--- config.mk ---
export PLATFORM = sky130hd
export DESIGN_NAME = unpadder1x
export DESIGN_NICKNAME = d
export VERILOG_FILES = /design/src/rtl/unpadder1x.sv
export SDC_FILE = /design/constraint.sdc
export NUM_CORES = 2
export LEC_CHECK = 0
export CAP_MARGIN = 20
export CORE_AREA = 2 2 428 430
export DETAILED_ROUTE_END_ITERATION = 12
export DIE_AREA = 0 0 430 432
export DONT_BUFFER_PORTS = 1
export GPL_TIMING_DRIVEN = 0
export PLACE_DENSITY = 0.45
export SETUP_SLACK_MARGIN = 0.15
export SLEW_MARGIN = 20
export SYNTH_ARGS = -nofsm -noshare
export SYNTH_HDL_FRONTEND = slang
export SYNTH_SLANG_ARGS = --single-unit
export TNS_END_PERCENT = 30
--- constraint.sdc ---
create_clock -name clk -period 43.4 [get_ports clk]
set_input_delay 4.34 -clock clk [delete_from_list [all_inputs] [get_ports clk]]
set_output_delay 4.34 -clock clk [all_outputs]
set_load 0.01 [all_outputs]
--- src/rtl/unpadder1x.sv ---
// -----------------------------------------------------------------------------
// unpadder1x
//
// Strips the padding from one 576-bit (72-byte) padded block and returns the
// left-aligned message of up to 64 bytes. A valid block ends in END_BYTE at
// byte 71, then zero or more 8'h00 bytes, then DS_BYTE at byte n. Bytes
// 0..n-1 are the message. The block is scanned backwards one byte per cycle.
//
// Ports
//   clk        rising-edge clock
//   reset      asynchronous active-high reset
//   in         padded block, byte k = in[575-8k -: 8]
//   in_valid   block offered (sampled only in IDLE)
//   in_ready   high in IDLE; block accepted when in_valid & in_ready
//   out        recovered message, byte k = out[511-8k -: 8], zero-filled
//   byte_cnt   message length in bytes, 0..64
//   byte_num   length code: 0 = 0 B, 1 = 32 B, 2 = 64 B, 3 = other/error
//   err        malformed padding, qualified by out_valid
//   out_valid  result available (state OUT)
//   out_ready  consumer takes result when out_valid & out_ready
// -----------------------------------------------------------------------------
module unpadder1x #(
   parameter logic [7:0] DS_BYTE  = 8'h06,
   parameter logic [7:0] END_BYTE = 8'h80
) (
   input  logic         clk,
   input  logic         reset,
   input  logic [575:0] in,
   input  logic         in_valid,
   output logic         in_ready,
   output logic [511:0] out,
   output logic [6:0]   byte_cnt,
   output logic [1:0]   byte_num,
   output logic         err,
   output logic         out_valid,
   input  logic         out_ready
);

   typedef enum logic [1:0] {IDLE, TAIL, SCAN, OUT} state_t;

   state_t         state;
   logic [575:0]   buffer;
   logic [6:0]     index;
   logic           err_pend;   // byte 71 was bad; resolved on the next cycle

   logic [9:0]     bit_ofs;
   logic [575:0]   shifted;
   logic [7:0]     cur_byte;
   logic [511:0]   keep_mask;
   logic [511:0]   good_out;
   logic [1:0]     good_num;

   assign in_ready  = (state == IDLE);
   assign out_valid = (state == OUT);

   // Byte at the scan index, brought to the top of the buffer by a shift.
   assign bit_ofs  = {index, 3'b000};
   assign shifted  = buffer << bit_ofs;
   assign cur_byte = shifted[575:568];

   // Keep the first index bytes of the message area, zero the rest.
   // A shift of 512 yields zero, so index 64 keeps every byte.
   assign keep_mask = ~({512{1'b1}} >> bit_ofs);
   assign good_out  = buffer[575:64] & keep_mask;

   // NOTE: every always_comb output gets a default first so no latch is inferred.
   always_comb begin
      good_num = 2'd3;
      case (index)
         7'd0:    good_num = 2'd0;
         7'd32:   good_num = 2'd1;
         7'd64:   good_num = 2'd2;
         default: good_num = 2'd3;
      endcase
   end

   // NOTE: sequential state uses non-blocking assignments only, so every
   // register samples pre-edge values regardless of statement order.
   always_ff @(posedge clk or posedge reset) begin
      if (reset) begin
         // NOTE: the block buffer is plain flops, not a RAM, so clearing it
         // on reset is legal and keeps stale message data from lingering.
         state    <= IDLE;
         buffer   <= '0;
         index    <= '0;
         err_pend <= 1'b0;
         out      <= '0;
         byte_cnt <= '0;
         byte_num <= '0;
         err      <= 1'b0;
      end else begin
         case (state)
            IDLE: begin
               if (in_valid) begin
                  buffer <= in;
                  state  <= TAIL;
               end
            end

            TAIL: begin
               // A bad end byte is held one extra cycle in err_pend so the
               // error result arrives two edges after accept.
               err_pend <= (buffer[7:0] != END_BYTE);
               index    <= 7'd70;
               state    <= SCAN;
            end

            SCAN: begin
               if (err_pend) begin
                  state <= OUT;
                  out      <= '0;
                  byte_cnt <= '0;
                  byte_num <= 2'd3;
                  err      <= 1'b1;
               end else if (cur_byte == 8'h00 && index != 7'd0) begin
                  index <= index - 7'd1;
               end else if (cur_byte == DS_BYTE && index <= 7'd64) begin
                  state    <= OUT;
                  out      <= good_out;
                  byte_cnt <= index;
                  byte_num <= good_num;
                  err      <= 1'b0;
               end else begin
                  // Zero at byte 0, stray byte, or message longer than 64 B.
                  state    <= OUT;
                  out      <= '0;
                  byte_cnt <= '0;
                  byte_num <= 2'd3;
                  err      <= 1'b1;
               end
            end

            OUT: begin
               err_pend <= 1'b0;
               if (out_ready) state <= IDLE;
            end

            default: state <= IDLE;
         endcase
      end
   end

endmodule

* Word level (Yosys, flattened, before mapping)
Index checks and enable logic that the tools add are counted.
** Storage, ports and cells
- Register bits after elaboration :: 1108
- Word-level logic and storage cells :: 61
- Input bits :: 580
- Output and inout port bits :: 524
** Cells by class
- $lt $le $gt $ge :: 1
- Shifts and indexed selects :: 2
- Add/sub/neg operators :: 1
- Muxes and demuxes :: 22
- Bitwise operators :: 2
- Reduce and logical (&&, ||, !) cells :: 12
- Equality and inequality tests :: 13
** Operator list (count)
- $mux W512 :: 3
- $shl A576 B10 Y576 :: 1
- $and A512 B512 Y512 :: 1
- $not A512 Y512 :: 1
- $shr A512 B10 Y512 const A :: 1
- $mux W7 :: 5
- $mux W2 :: 7
- $pmux W7 S2 :: 1
- $eq A8 B3 Y1 const B :: 1
- $logic_not A8 Y1 :: 1
- $ne A2 B2 Y1 const B :: 4
- $ne A8 B8 Y1 const B :: 1
- $pmux W2 S4 :: 1
- $eq A7 B6 Y1 const B :: 1
- $eq A7 B7 Y1 const B :: 1
- $le A7 B7 Y1 const B :: 1
- $logic_not A7 Y1 :: 1
- $reduce_bool A7 Y1 :: 1
- $sub A7 B1 Y7 const B :: 1
- $pmux W2 S3 :: 1
- $reduce_and A3 Y1 :: 2
- $eq A2 B2 Y1 const B :: 2
- $reduce_and A2 Y1 :: 2
- $reduce_bool A2 Y1 :: 2
- 7 further kinds :: 10

* Depth between registers and ports, before layout
- Depth in word-level cells :: 6
- Gate-level depth with buffers :: 16

* Least setup slack after synthesis
OpenSTA, ideal clock, no wires.
- Kind :: input to register
- From :: input port in_valid
- To :: register buffer[466]
- Stages on the path :: 4
- Path buffers :: 2
- Path slack :: 37.722 ns
- Required time :: 43.275 ns
- Setup time :: 0.125 ns
- Data arrival time :: 5.553 ns
- Cells stage by stage :: nand2_1 clkbuf_1 clkbuf_1 mux2_2
** On the way
- Longest elaborated chain between the ends :: 1
** Ends and longest elaborated chain
- from (decl) :: line 29 : input logic in_valid,
- $reduce_and A2 Y1 (no source line)
- to (signal assigned) :: line 95 : buffer <= in;
- to (decl) :: line 42 : logic [575:0] buffer;
No other way between the ends.
A chain may end at the register's enable or synchronous reset.

* Worst setup path in the final report
- From :: register index[3]
- To :: register out[85]
** On the way
- Longest elaborated chain between the ends :: 6
** Ends and longest elaborated chain
- from (decl) :: line 43 : logic [6:0] index;
- from (signal assigned) :: line 116 : index <= index - 7'd1;
- $shl A576 B10 Y576 or $shr A512 B10 Y512 (tied branches) :: line 58, 63
- $eq A8 B3 Y1 or $not A512 Y512 (tied branches) :: line 117, 63
- $logic_and A1 B1 Y1 or $and A512 B512 Y512 (tied branches) :: line 117, 64
- $mux W512 :: line 117 : end else if (cur_byte == DS_BYTE && index <= 7'd64) begin
- $mux W512 :: line 115 : end else if (cur_byte == 8'h00 && index != 7'd0) begin
- $mux W512 :: line 109 : if (err_pend) begin
- to (signal assigned) :: line 119 : out <= good_out;
- to (decl) :: line 31 : output logic [511:0] out,
Parallel ways exist; a longest one is shown, timed or not. The select of a mux whose other input is x is not followed.

==> results_dict.tcl <==
set metrics [dict create \
    hp-class "reg -> reg" \
    p_int_w 0.002363 \
    hold_slack_ns 0.4962 \
    slew_headroom_pct 18.57 \
    finClkSkew_ns 0.03242 \
    crit_required_ns 44.11 \
    power_density_nw_per_um2 68.00 \
    synthTopCellsByArea "dfrtp_1 59%, mux2_2 14%, a31o_2 6.1%, nor2b_1 5.0%, mux4_2 3.1%" \
    cts_tree "built" \
    critPathArrivalTime_ns 7.36 \
    wl_met1_um 92360 \
    ctsHtreeMaxLevel 4 \
    cts.clk_slew.worst_paths_ns 0.06 \
    setup_viol 0 \
    worst_setup_path_end_kind "flop" \
    track_usage_pct 24.92 \
    synth_edf_count 0 \
    syn_nets 3961 \
    cts_setup_buffers 0 \
    grt_pass1_wl_um 311100 \
    yosysSeqAreaShare_pct 59.11 \
    synthAdderAreaFrac_pct 0.2134 \
    synthesis.area_um2 46910 \
    status "finished, final reports clean" \
    post_drt_wl_per_cell_um 39.29 \
    num-fill-cells 18410 \
    ys_seq_elements 1108 \
    setup.worst_path.start_class "flop" \
    die_h_um 432 \
    drc 0 \
    portBuffers 0 \
    area_growth_syn_to_layout_pct 16.44 \
    hpwl_um 184000 \
    met2_length_um 118900 \
    synth-xor-area-share_pct 0 \
    yosys_warnings 0 \
    max-cap-violations 0 \
    netlist.area_leader.share_pct 59.11 \
    multi_input_area_um2 18180 \
    yosysUniqueCellTypes 68 \
    top_layer "met5" \
    path_max_fanout 10 \
    clock_path_buffers 3 \
    gp_congestion 0.9087 \
    clk_latency_ns 0.80 \
    yosysMostFrequentCell "dfrtp_1" \
    drt-initial-drc-count 2509 \
    instances_no_fill 6038 \
    muxShareOfSynthArea_pct 17.70 \
    cts-buffers-inserted 133 \
    synthArstFlopShare_pct 100.0 \
    cts_resized 0 \
    final_area_um2 54620 \
    leakage_nw 23.81 \
    vias 31890 \
    synth_compound_area_share_pct 12.16 \
    comb_power_share_pct 27.1 \
    cts-root-buf "clkbuf_16" \
    tightest_slew_ns 1.221 \
    p_seq_share_pct 42.9 \
    start_util_pct 25.82 \
    synth_top_area_cell "dfrtp_1" \
    grt_max_degree 100 \
    layout_min_cycle_time_ns 6.654 \
    slew_violations 0 \
    avgSynthCellArea_um2 13.91 \
    dp.cells 5771 \
    worstSetupPathType "reg -> reg" \
    period_share_pct 15.33 \
    drtPass1Iterations 5 \
    clock-sinks 1108 \
    power.total_w 0.003714 \
    synth_top_family_by_area "multiplexers" \
    grt_pass1_vias 31910 \
    wl_met3_um 17250 \
    drive_gt1_share_pct 37.70 \
    clkPwrFrac_pct 30.0 \
    die_w_um 430 \
    finalHoldViolations 0 \
    p_switching_w 0.001351 \
    coreArea_um2 181700 \
    swShare_pct 36.37 \
    irDropWorstVdd_v 0.00003351 \
    synthFlopType "dfrtp_1" \
    syn_inst 3373 \
    place_area_um2 50320 \
    antenna_found_initial 134 \
    hold_buffers 0 \
    nets 4109 \
    drtAntennaViolNets 0 \
    grt_overflow 0 \
    grt_setup_unrepaired "no" \
    fmax_mhz 150.3 \
    synth_common_cells "1108 x dfrtp_1, 601 x mux2_2, 374 x nor2b_1, 328 x a31o_2, 145 x a22o_1" \
    seqCellArea_um2 27730 \
    wirelength_um 237200 \
    die_area_um2 185800 \
    yosys.area_share.simple_pct 8.549 \
    ios 1104 \
    viasPerCell 5.281 \
    rows 157 \
]
==> registers in the layout, indices dropped and copies added (netlist names) <==
| register | flops |
|---|---|
| byte_num | 2 |
| err | 1 |
| buffer | 576 |
| index | 7 |
| out | 512 |
| state | 2 |
| err_pend | 1 |
| byte_cnt | 7 |
==> power groups by stage <==
| stage | sequential (W) | combinational, W | clock, W |
|---|---|---|---|
| 6_report | 0.00159 | 0.00101 | 0.00111 |
| 3_3_place_gp | 0.00161 | 0.00101 | 0 |
| 2_1_floorplan | 0.00147 | 0.000649 | 0 |
| 5_1_grt | 0.00163 | 0.00107 | 0.00118 |
| 3_5_place_dp | 0.00161 | 0.00102 | 0 |
| 4_1_cts | 0.00159 | 0.00103 | 0.00114 |
==> worst max-delay path, cell delays in order, from the launching register on <==
cell and delay (ns):
dfrtp_1 0.49, buf_2 0.52, clkinv_1 0.90, clkbuf_1 0.58, nand2_1 0.48, o22ai_1 0.16
o41ai_1 0.81, a41o_1 0.42, nand3_2 0.25, nand2_1 0.42, buf_2 0.60, clkbuf_1 0.59
a22o_1 0.25
==> cell type report <==
type / instances / area share, %
diodes: 40 / 0.1833
clock inverters: 32 / 0.6735
repair buffers: 13 / 0.6323
inverters: 16 / 0.1237
well taps: 2385 / 5.464
plain buffers: 223 / 1.856
multi-input cells: 2026 / 33.29
flip-flops and latches: 1108 / 50.76
clock buffers: 195 / 7.019
==> metal layers <==
metal | track usage (%) | vias up
met1 | 29.63 | 17100
li1 | - | 12870
met4 | 8.837 | 80
met2 | 42.62 | 1384
met3 | 7.374 | 459
met5 | 0 | -
==> stage by stage <==
step | util, % | setup slack [ns] | setup TNS (ns)
after floorplan | - | 7.862 | 0
after global placement | 27.46 | -6.941 | -7486.05
after detailed placement | 27.69 | 36.31 | 0
after CTS | 30.00 | 36.79 | 0
after global routing | 30.04 | 36.66 | 0
final | 30.06 | 36.75 | 0
==> placed cells by master (no fill, tap or decap), types with 13 or more instances in the layout <==
cell type / count
dfrtp_1: 1108
mux2_2: 601
nor2b_1: 374
a31o_2: 328
clkbuf_1: 162
a22o_1: 145
clkbuf_16: 135
buf_2: 65
mux4_2: 65
nand2_1: 63
nor2_1: 58
a21oi_1: 54
nor4_1: 51
diode_2: 40
a31o_1: 40
nor2_2: 31
nor3_1: 23
clkbuf_8: 23
nor3_4: 18
a22oi_1: 13
==> path summary, 6_finish.rpt <==
path                                             start                      to  slack, ns  cells past startpoint
worst max-delay path              index[3]$_DFFE_PP0P_     out[85]$_DFFE_PP0P_      36.75                     12
worst min-delay path            buffer[63]$_DFFE_PP0P_  buffer[63]$_DFFE_PP0P_       0.50                      1
worst max register to register    index[3]$_DFFE_PP0P_     out[85]$_DFFE_PP0P_      36.75                     12
worst min register to register  buffer[63]$_DFFE_PP0P_  buffer[63]$_DFFE_PP0P_       0.50                      1
max in group asynchronous                        reset    out[441]$_DFFE_PP0P_      37.49                      5
min in group asynchronous                        reset    out[148]$_DFFE_PP0P_       3.48                      1
==> cell families after synthesis <==
logic type / after synthesis
compound gates: 681
fa+ha+maj: 8
buf+inv: 239
flops: 1108
mux: 673
simple gates: 664
Note: power is estimated with default switching activity, not from simulation.
